`config.mk`:
```
export PLATFORM = sky130hd
export DESIGN_NAME = cnt_mode_ctrl
export DESIGN_NICKNAME = d
export VERILOG_FILES = /design/src/rtl/cnt_mode_pkg.sv /design/src/rtl/cnt_debounce.sv /design/src/rtl/cnt_mode_ctrl.sv
export SDC_FILE = /design/constraint.sdc
export NUM_CORES = 1
export LEC_CHECK = 0
export CAP_MARGIN = 25
export CORE_MARGIN = 2
export CORE_UTILIZATION = 46
export DETAILED_ROUTE_END_ITERATION = 7
export PLACE_DENSITY = 0.71
export SYNTH_ARGS = -nofsm -noshare
export SYNTH_HDL_FRONTEND = slang
export SYNTH_SLANG_ARGS = --single-unit
```
`constraint.sdc`:
```
create_clock -name cnt_clk -period 1.21 [get_ports cnt_clk]
set_input_delay 0.1815 -clock cnt_clk [delete_from_list [all_inputs] [get_ports cnt_clk]]
set_output_delay 0.1815 -clock cnt_clk [all_outputs]
set_load 0.02 [all_outputs]
```
`src/rtl/cnt_mode_pkg.sv`:
```
// cnt_mode_pkg: shared state encoding, mode encodings and debounce default for cnt_mode_ctrl
package cnt_mode_pkg;

   localparam int DEB_CYCLES_DEF = 8;

   typedef enum logic [1:0] {
      IDLE  = 2'b00,
      UP    = 2'b01,
      DOWN  = 2'b10,
      PAUSE = 2'b11
   } state_t;

   // {cnt_in1,cnt_in0} as seen by the up/down counter
   localparam logic [1:0] MODE_IDLE  = 2'b00;
   localparam logic [1:0] MODE_UP    = 2'b10;
   localparam logic [1:0] MODE_DOWN  = 2'b01;
   localparam logic [1:0] MODE_PAUSE = 2'b11;

   function automatic logic [1:0] mode_of(input state_t s);
      return (s == UP) ? MODE_UP : (s == DOWN) ? MODE_DOWN : (s == PAUSE) ? MODE_PAUSE : MODE_IDLE;
   endfunction

endpackage

```
`src/rtl/cnt_debounce.sv`:
```
// cnt_debounce: 2-flop synchronizer, level debouncer and rising-edge event pulse for one button
module cnt_debounce #(
   parameter int DEB_CYCLES = 8
) (
   input  logic clk,
   input  logic rst,
   input  logic i_btn,
   output logic o_evt
);

   localparam int CW = $clog2(DEB_CYCLES + 1);

   logic          r_s1, r_s2, r_lvl, r_prv;
   logic [CW-1:0] r_cnt;

   always_ff @(posedge clk) begin
      if (rst) begin
         r_s1  <= 1'b0;
         r_s2  <= 1'b0;
         r_lvl <= 1'b0;
         r_prv <= 1'b0;
         r_cnt <= '0;
      end else begin
         r_s1  <= i_btn;
         r_s2  <= r_s1;
         r_prv <= r_lvl;
         // flip on the DEB_CYCLES-th consecutive disagreeing sample
         if (r_s2 == r_lvl)
            r_cnt <= '0;
         else if (r_cnt == CW'(DEB_CYCLES - 1)) begin
            r_lvl <= r_s2;
            r_cnt <= '0;
         end else
            r_cnt <= r_cnt + 1'b1;
      end
   end

   assign o_evt = r_lvl & ~r_prv;

endmodule

```
`src/rtl/cnt_mode_ctrl.sv`:
```
// cnt_mode_ctrl: debounced button FSM selecting the up/down counter mode (idle/up/down/pause)
module cnt_mode_ctrl
   import cnt_mode_pkg::*;
#(
   parameter int DEB_CYCLES = DEB_CYCLES_DEF,
   parameter bit AUTO_STOP  = 1'b0
) (
   input  logic       cnt_clk,
   input  logic       cnt_rst,
   input  logic       btn_up,
   input  logic       btn_down,
   input  logic       btn_stop,
   input  logic [3:0] count_in,
   output logic       cnt_in0,
   output logic       cnt_in1,
   output logic [1:0] mode_state
);

   logic       w_up, w_dn, w_st, w_lim;
   state_t     r_state, w_next;
   logic [1:0] r_mode;

   cnt_debounce #(.DEB_CYCLES(DEB_CYCLES)) u_up   (.clk(cnt_clk), .rst(cnt_rst), .i_btn(btn_up),   .o_evt(w_up));
   cnt_debounce #(.DEB_CYCLES(DEB_CYCLES)) u_down (.clk(cnt_clk), .rst(cnt_rst), .i_btn(btn_down), .o_evt(w_dn));
   cnt_debounce #(.DEB_CYCLES(DEB_CYCLES)) u_stop (.clk(cnt_clk), .rst(cnt_rst), .i_btn(btn_stop), .o_evt(w_st));

   assign w_lim = AUTO_STOP && ((r_state == UP && count_in == 4'd15) || (r_state == DOWN && count_in == 4'd0));

   // button events take priority over the auto-stop limit
   always_comb
      w_next = w_st ? ((r_state == UP || r_state == DOWN) ? PAUSE : IDLE) :
               w_up ? UP : w_dn ? DOWN : w_lim ? PAUSE : r_state;

   always_ff @(posedge cnt_clk) begin
      if (cnt_rst) begin
         r_state <= IDLE;
         r_mode  <= MODE_IDLE;
      end else begin
         r_state <= w_next;
         r_mode  <= mode_of(w_next);
      end
   end

   assign {cnt_in1, cnt_in0} = r_mode;
   assign mode_state         = r_state;

endmodule

```
==> results of run 1 <==
[through the flow]
stage,TNS [ns],util (%)
floorplan,0,-
global placement,-1.76,58.7
detailed placement,-1.83,58.7
CTS,0,60.5
global route,-0.152,63.9
finish,0,63.9
[cells in the mapped netlist (all sizes together)]
cell	count
dfxtp	27
nor2	15
nor2b	10
xnor2	6
xor2	4
and3b	3
ha	3
inv	3
mux2i	3
nand2b	3
nand3	3
or3	3
a21oi	2
a31oi	1
buf	1
clkbuf	1
o21ai	1
o21bai	1
[worst max path at each step]
stage / start / to / slack, ns / cells after the start
2_1_floorplan: u_down.r_cnt[0]$_SDFF_PP0_ / u_down.r_cnt[2]$_SDFF_PP0_ / 0.02 / 4
3_3_place_gp: cnt_rst / u_down.r_cnt[3]$_SDFF_PP0_ / -0.16 / 3
3_5_place_dp: cnt_rst / u_down.r_cnt[2]$_SDFF_PP0_ / -0.16 / 3
4_1_cts: u_down.r_cnt[0]$_SDFF_PP0_ / u_down.r_cnt[3]$_SDFF_PP0_ / 0.004 / 4
5_1_grt: u_down.r_cnt[0]$_SDFF_PP0_ / u_down.r_cnt[0]$_SDFF_PP0_ / -0.03 / 4
6_report: u_stop.r_cnt[0]$_SDFF_PP0_ / u_stop.r_cnt[2]$_SDFF_PP0_ / 0.01 / 4
[cell families after synthesis]
| group | after synthesis | share of synthesized area (%) |
|---|---|---|
| AND/OR/NAND/NOR | 37 | 22.2 |
| flip-flops | 27 | 56.3 |
| XOR/XNOR | 10 | 9.13 |
| AO/OA/AOI/OAI | 5 | 3.00 |
| buffers and inverters | 5 | 2.35 |
| multiplexers | 3 | 3.13 |
| adder cells (fa/ha/maj) | 3 | 3.91 |
[cell type report]
type	instances	area share [%]
Multi-Input combinational cell	58	35.2
Clock buffer	4	2.10
Inverter	3	0.898
Timing Repair Buffer	22	15.0
Sequential cell	27	44.1
Tap cell	27	2.69
[flip-flops by register name, summed over array words and instances (netlist names)]
name and flops:
mode_state 2, u_down.r_lvl 1, u_stop.r_cnt 4, u_down.r_cnt 4, u_stop.r_s1 1, u_up.r_cnt 4, u_down.r_prv 1, u_down.r_s2 1
u_up.r_prv 1, u_up.r_lvl 1, u_stop.r_prv 1, u_stop.r_lvl 1, u_up.r_s2 1, u_down.r_s1 1, u_up.r_s1 1, u_stop.r_s2 1
r_mode 1
[power by group through the flow]
stage          clock, W  sequential (W)  combinational (W)
5_1_grt        0.000428        0.000908          0.0000623
6_report       0.000358        0.000906          0.0000569
3_5_place_dp          0        0.000927          0.0000526
3_3_place_gp          0        0.000926          0.0000510
2_1_floorplan         0        0.000926          0.0000241
4_1_cts        0.000383        0.000907          0.0000530
[routing by layer]
metal	routed length [microns]	vias to the layer above	GRT usage (%)
li1	-	339	-
met1	610	286	13.5
met2	720	10	22.4
met3	42	0	2.73
met4	0	0	6.02
met5	0	-	0
[what timing repair did]
item | in CTS | in global routing
resized for setup | 14 | 11
setup endpoints to repair | 16 | 16
setup buffers | 0 | 3
pin swaps | 7 | 3
hold endpoints to repair | 0 | 0
[critical path: cells and delay by family (launching register included)]
family                   cells  cell delay [ns]
AND/OR/NAND/NOR              3             0.64
adder cells (fa/ha/maj)      1             0.16
flip-flops                   1             0.36
==> impl_metrics.yaml, run 1 <==
outcome:
  status: "finished, final reports clean"
die:
  die_h_microns: 49.7
  initial_core_util_pct: 48.9
  die_x_microns: 49.7
  coreArea_sq_mm: 0.00196
  dieArea_sq_mm: 0.00247
  io_pins: 13
  fp-row-count: 16
power:
  p_per_area_mw_per_mm2: 1050
  p_clk_share_pct: 27.1
  seq_power_share_pct: 68.6
  p_leak_nw: 0.482
  power.internal_w: 0.00106
  pwr-share-comb_pct: 4.3
  max-vdd-ir-drop_uv: 748
  p_sw_share_pct: 19.5
  power_w: 0.00132
  p_sw_w: 0.000258
yosys:
  syn_avg_cell_area_sq_um: 10.7
  synth-seq-cells: 27
  synthDistinctLibCells: 18
  postSynthCellCount: 90
  syn_nets: 102
  syn-cell-area_sq_um: 960
  synth_seq_area_share_pct: 56.3
  synth_top_area_share_pct: 56.3
  yosys-top-cells-area: "dfxtp_1 56%, nor2b_1 6.5%, nor2_1 5.9%, xnor2_1 5.5%, ha_1 3.9%"
  yosysWarnings: 0
  yosys.area.top_type: "dfxtp_1"
timing:
  setup_viol: 0
  slew_viol_final: 0
  finClkSkew_ns: 0.00210
  hold_violations: 0
  rsz0062_at_grt: "yes"
  worst_pin_slew_ns: 0.311
  setup_slack_ns: 0.0138
  max_freq_mhz: 836
  relSlewSlack_pct: 79.2
  finalCritPeriodShare_pct: 98.9
  finalCriticalPeriod_ns: 1.20
  hold_ws_ns: 0.412
layout:
  antennaDiodeCount: 0
  drive_above_1_share_pct: 32.5
  layout_common_cells: "19 x dfxtp_1, 14 x buf_4, 12 x nor2_1"
  fin_cells: 141
  n_fill_cell: 170
  ff_latch_area_sq_um: 553
  final_common_cell: "dfxtp_1"
  final_nets: 127
  stdcell_area_sq_mm: 0.00125
  areaGrowthSynthToFinish_pct: 30.6
  multi_input_area_sq_um: 442
critical_path:
  r2r_slack_ns: 0.01
  criticalPathCategory: "flip-flop to flip-flop"
  cp_cell_sequence: "ha_4, and3b_1, or3_4, nor2_1"
  r2r_cells: 4
  crit_path_end_kind: "flip-flop"
  cp.required_ns: 1.47
  slowest_delay_ns: 0.36
  crit_path_max_fanout: 4
  worst_path_max_delay_cell: "dfxtp_2"
  start_kind: "flip-flop"
  cp_data_arrival_time_ns: 1.45
  r2r-start: "u_stop.r_cnt[0]$_SDFF_PP0_"
  worst_r2r_endpoint: "u_stop.r_cnt[2]$_SDFF_PP0_"
placed_design:
  hpwl_microns: 1020
  placed_cell_area_sq_mm: 0.00115
  pre_cts_slack_ns: -0.163
  portBuffers: 8
  gp_congestion: 0.637
  dp.cells: 134
drt:
  wire_per_inst_microns: 9.74
  vias: 635
  drt_pre_antenna_iters: 4
  antenna_left: 0
  drc_errors: 0
  drtIter0Drc: 5
  vias_per_cell: 4.50
  wl_microns: 1370
clock_tree:
  cts_tree: "yes"
  ctsHtreeMaxLevel: 1
  root_buffer: "clkbuf_4"
  clk_pin_slew_worst_paths_ns: 0.13
  clk_path_buf_depth: 2
  cts.sinks: 27
  cts_buffers: 3
  hold_buffers: 0
  worst_skew_pair.late_latency_ns: 0.30
grt:
  grt_usage_pct: 12.4
  first_global_vias: 628
  grt_max_degree: 15
  overflow: 0
  grt_pass1_wl_microns: 2370
  antenna_found_initial: 0
worst_hold_path:
  min_path_cells: 2
  worstHoldPathType: "primary input to flip-flop"
  hold-path-endpoint: "u_up.r_s1$_SDFF_PP0_"
  hold_start: "btn_up"
flow_run:
  cap_viol_max_count: 0
Power figures use the tool's default switching activity.
==> run 2, diff against run 1 <==
- CAP_MARGIN: 25 -> unset
- clock period: 1.21 -> 1.1 ns (I/O delays scaled with it)
==> impl_metrics.yaml, run 2 (synthesis results as in run 1) <==
timing:
  setup_viol: 12
  setup_slack_ns: -0.0884
  max_freq_mhz: 841
  worst_pin_slew_ns: 0.240
  hold_ws_ns: 0.382
  rsz0062_at_grt: "yes"
  finalCritPeriodShare_pct: 108
  relSlewSlack_pct: 83.9
  slew_viol_final: 0
  hold_violations: 0
  tns_ns: -0.942
  finClkSkew_ns: 0.00141
  finalCriticalPeriod_ns: 1.19
die:
  die_h_microns: 49.7
  initial_core_util_pct: 48.9
  fp-row-count: 16
  dieArea_sq_mm: 0.00247
  die_x_microns: 49.7
  io_pins: 13
  coreArea_sq_mm: 0.00196
drt:
  met1_length_microns: 687
  vias: 672
  top_layer: "met4"
  drt_pre_antenna_iters: 3
  wire_per_inst_microns: 9.92
  met3_wirelength_microns: 40
  vias_per_cell: 4.63
  drc_errors: 0
  drtIter0Drc: 3
  antenna_left: 0
  wl_microns: 1440
  dr_wl_met2_microns: 662
clock_tree:
  clk_pin_slew_worst_paths_ns: 0.13
  worst_skew_pair.late_latency_ns: 0.32
  cts_tree: "yes"
  cts_buffers: 3
  ctsHtreeMaxLevel: 1
  cts.sinks: 27
  clk_path_buf_depth: 2
  root_buffer: "clkbuf_4"
critical_path:
  worst_path_max_delay_cell: "dfxtp_2"
  worst_r2r_endpoint: "u_up.r_cnt[0]$_SDFF_PP0_"
  cp_data_arrival_time_ns: 1.45
  r2r_cells: 4
  r2r_slack_ns: -0.09
  cp.required_ns: 1.36
  crit_path_end_kind: "flip-flop"
  crit_path_max_fanout: 4
  cp_cell_sequence: "ha_4, and3b_1, or3_4, nor2_1"
  r2r-start: "u_up.r_cnt[1]$_SDFF_PP0_"
  start_kind: "flip-flop"
  criticalPathCategory: "flip-flop to flip-flop"
  slowest_delay_ns: 0.36
layout:
  areaGrowthSynthToFinish_pct: 31.7
  layout_common_cells: "21 x dfxtp_1, 18 x buf_4, 10 x nor2b_1"
  n_fill_cell: 185
  reg_top3: "u_down.r_cnt (4), u_stop.r_cnt (4), u_up.r_cnt (4)"
  antennaDiodeCount: 0
  drive_above_1_share_pct: 36.4
  final_common_cell: "dfxtp_1"
  ff_latch_area_sq_um: 548
  multi_input_area_sq_um: 449
  final_nets: 131
grt:
  first_global_vias: 623
  grt_pass1_wl_microns: 2530
  overflow: 0
  antenna_found_initial: 0
  grt_usage_pct: 13.9
  grt_max_degree: 15
flow_run:
  cap_viol_max_count: 0
power:
  p_leak_nw: 0.505
  p_per_area_mw_per_mm2: 1170
  max-vdd-ir-drop_uv: 643
placed_design:
  portBuffers: 8
  gp_congestion: 0.734
  hpwl_microns: 1090
worst_hold_path:
  hold_start: "btn_down"
  hold-path-endpoint: "u_down.r_s1$_SDFF_PP0_"
  worstHoldPathType: "primary input to flip-flop"
  min_path_cells: 2
outcome:
  status: "finished with violations"
  violations: "setup timing"
run 2: cell count changes in the layout (fill, tap and decap cells not counted), sizes merged:
cell / change
dlygate4sd2: -1
buf: +8
clkdlybuf4s15: -3
run 2: what timing repair did:
action	4_1_cts	5_1_grt
cloned	0	0
gates resized for setup	23	8
hold buffers	0	0
setup buffers	0	1
pin swaps	3	0
endpoints found under the setup margin	19	16
run 2: power by group:
| group | leakage [nW] | total [W] | internal, W | switching, W |
|---|---|---|---|---|
| clock | 0.0150 | 0.000415 | 0.000142 | 0.000273 |
| sequential | 0.222 | 0.000999 | 0.000992 | 0.00000709 |
| combinational | 0.269 | 0.0000621 | 0.0000387 | 0.0000235 |
run 2: per-stage QoR:
step | setup slack [ns] | utilization, % | total power, W | instance area (sq um) | std cells
finish | -0.0884 | 64.4 | 0.00148 | 1260 | 145
floorplan | -0.0823 | - | 0.00104 | 967 | 90
global route | -0.136 | 64.4 | 0.00155 | 1260 | 145
CTS | -0.0951 | 63.1 | 0.00150 | 1240 | 144
global placement | -0.195 | 61.0 | 0.00108 | 1200 | 140
detailed placement | -0.210 | 61.0 | 0.00108 | 1200 | 140
run 2: worst max-delay path by stage:
stage	from	end	slack (ns)	cells after the start
5_1_grt	u_stop.r_cnt[1]$_SDFF_PP0_	u_stop.r_cnt[0]$_SDFF_PP0_	-0.14	4
3_3_place_gp	cnt_rst	u_stop.r_cnt[1]$_SDFF_PP0_	-0.20	3
6_report	u_up.r_cnt[1]$_SDFF_PP0_	u_up.r_cnt[0]$_SDFF_PP0_	-0.09	4
4_1_cts	u_up.r_cnt[1]$_SDFF_PP0_	u_up.r_cnt[0]$_SDFF_PP0_	-0.1	4
2_1_floorplan	u_down.r_cnt[0]$_SDFF_PP0_	u_down.r_cnt[0]$_SDFF_PP0_	-0.08	4
3_5_place_dp	cnt_rst	mode_state[0]$_SDFF_PP0_	-0.21	4
run 2: metal layers:
layer,GRT usage [%],vias to the layer above
met5,0,-
met4,9.72,0
met3,3.64,5
met2,22.2,10
met1,16.1,311
li1,-,346
run 2: critical path, delay by kind of cell (launching register included):
kind | cells | cell delay (ns)
adder cells (fa/ha/maj) | 1 | 0.15
AND/OR/NAND/NOR | 3 | 0.62
flip-flops | 1 | 0.36
run 2: cell type report:
cell class	count	area share [%]
Tap cell	27	2.67
Multi-Input combinational cell	58	35.5
Clock buffer	4	2.08
Sequential cell	27	43.4
Timing Repair Buffer	26	15.4
Inverter	3	0.891
==> run 3, diff against run 2 <==
- SKIP_LAST_GASP: unset -> 1
==> impl_metrics.yaml, run 3 (synthesis results as in run 1) <==
critical_path:
  cp.required_ns: 1.36
  crit_path_max_fanout: 4
  worst_r2r_endpoint: "u_up.r_cnt[0]$_SDFF_PP0_"
  start_kind: "flip-flop"
  r2r_cells: 4
  criticalPathCategory: "flip-flop to flip-flop"
  r2r-start: "u_up.r_cnt[1]$_SDFF_PP0_"
  cp_data_arrival_time_ns: 1.45
  crit_path_end_kind: "flip-flop"
  r2r_slack_ns: -0.09
layout:
  n_fill_cell: 185
  post-route-util_pct: 64.4
  areaGrowthSynthToFinish_pct: 31.7
  final_nets: 131
  fin_cells: 145
  layout_common_cells: "21 x dfxtp_1, 18 x buf_4, 10 x nor2b_1"
  drive_above_1_share_pct: 36.4
  ff_latch_area_sq_um: 548
  multi_input_area_sq_um: 449
  final_common_cell: "dfxtp_1"
  antennaDiodeCount: 0
  reg_top3: "u_down.r_cnt (4), u_stop.r_cnt (4), u_up.r_cnt (4)"
clock_tree:
  cts_buffers: 3
  cts.sinks: 27
  hold_buffers: 0
  clk_pin_slew_worst_paths_ns: 0.13
  cts_tree: "yes"
  ctsHtreeMaxLevel: 1
  clk_path_buf_depth: 2
  root_buffer: "clkbuf_4"
  worst_skew_pair.late_latency_ns: 0.32
grt:
  grt_max_degree: 15
  grt_usage_pct: 13.9
  use_met1_pct: 16.1
  overflow: 0
  busiest_layer: "met2"
  grt_pass1_wl_microns: 2530
  use_met2_pct: 22.2
  first_global_vias: 623
  antenna_found_initial: 0
  grtUsageMet3_pct: 3.64
die:
  fp-row-count: 16
  initial_core_util_pct: 48.9
  die_h_microns: 49.7
  dieArea_sq_mm: 0.00247
  die_x_microns: 49.7
  io_pins: 13
  coreArea_sq_mm: 0.00196
drt:
  antenna_left: 0
  wire_per_inst_microns: 9.92
  drc_errors: 0
  drt_pre_antenna_iters: 3
  drtIter0Drc: 3
  vias: 672
  vias_per_cell: 4.63
  wl_microns: 1440
timing:
  relSlewSlack_pct: 83.9
  setup_slack_ns: -0.0884
  worst_pin_slew_ns: 0.240
  slew_viol_final: 0
  hold_violations: 0
  finalCritPeriodShare_pct: 108
  finClkSkew_ns: 0.00141
  rsz0062_at_grt: "yes"
  finalCriticalPeriod_ns: 1.19
  max_freq_mhz: 841
  hold_ws_ns: 0.382
  setup_viol: 12
worst_hold_path:
  worstHoldPathType: "primary input to flip-flop"
  hold_start: "btn_down"
  hold-path-endpoint: "u_down.r_s1$_SDFF_PP0_"
  min_path_cells: 2
power:
  power_w: 0.00148
  max-vdd-ir-drop_uv: 643
  p_leak_nw: 0.504
  p_per_area_mw_per_mm2: 1170
flow_run:
  cap_viol_max_count: 0
outcome:
  violations: "setup timing"
  status: "finished with violations"
placed_design:
  dp.cells: 140
  hpwl_microns: 1090
  gp_congestion: 0.734
  portBuffers: 8
## run 3: where the power goes
part | switching, W | internal, W
Clock | 0.000273 | 0.000142
Combinational | 0.0000234 | 0.0000387
Sequential | 0.00000709 | 0.000992
## run 3: how the worst max path moves through the flow
stage                          startpoint                         end  slack [ns]  cells past startpoint
2_1_floorplan  u_down.r_cnt[0]$_SDFF_PP0_  u_down.r_cnt[0]$_SDFF_PP0_       -0.08                      4
3_3_place_gp                      cnt_rst  u_stop.r_cnt[1]$_SDFF_PP0_       -0.20                      3
3_5_place_dp                      cnt_rst    mode_state[0]$_SDFF_PP0_       -0.21                      4
4_1_cts          u_up.r_cnt[1]$_SDFF_PP0_    u_up.r_cnt[0]$_SDFF_PP0_        -0.1                      4
5_1_grt        u_stop.r_cnt[1]$_SDFF_PP0_  u_stop.r_cnt[0]$_SDFF_PP0_       -0.14                      4
6_report         u_up.r_cnt[1]$_SDFF_PP0_    u_up.r_cnt[0]$_SDFF_PP0_       -0.09                      4
## run 3: through the flow
step / area, sq um / setup WS [ns] / TNS, ns
floorplan: 967 / -0.0823 / -0.986
global placement: 1200 / -0.195 / -2.76
detailed placement: 1200 / -0.210 / -3.00
CTS: 1240 / -0.0951 / -1.10
global route: 1260 / -0.136 / -1.65
finish: 1260 / -0.0884 / -0.942
## run 3: routing by layer
layer  up-vias  wire (microns)
met5         -               0
met4         0              48
met3         5              40
met2        10             662
met1       311             687
li1        346               -
## run 3: layout make-up
cell class	count	share of cell area, %
timing repair buffer	26	15.4
sequential	27	43.4
tap	27	2.67
multi-input combinational	58	35.5
clock buffer	4	2.08
inverter	3	0.891
## run 3: worst max-delay path: stages, from the launching register on
cell and delay [ns]:
dfxtp_2 0.36, ha_4 0.15, and3b_1 0.17, or3_4 0.36, nor2_1 0.09
## run 3: what timing repair did
action                                  in CTS  in global routing
buffers inserted                             0                  1
endpoints found under the setup margin      19                 17
gates cloned                                 0                  0
gates resized for setup                     21                  9
pin swaps                                    3                  0
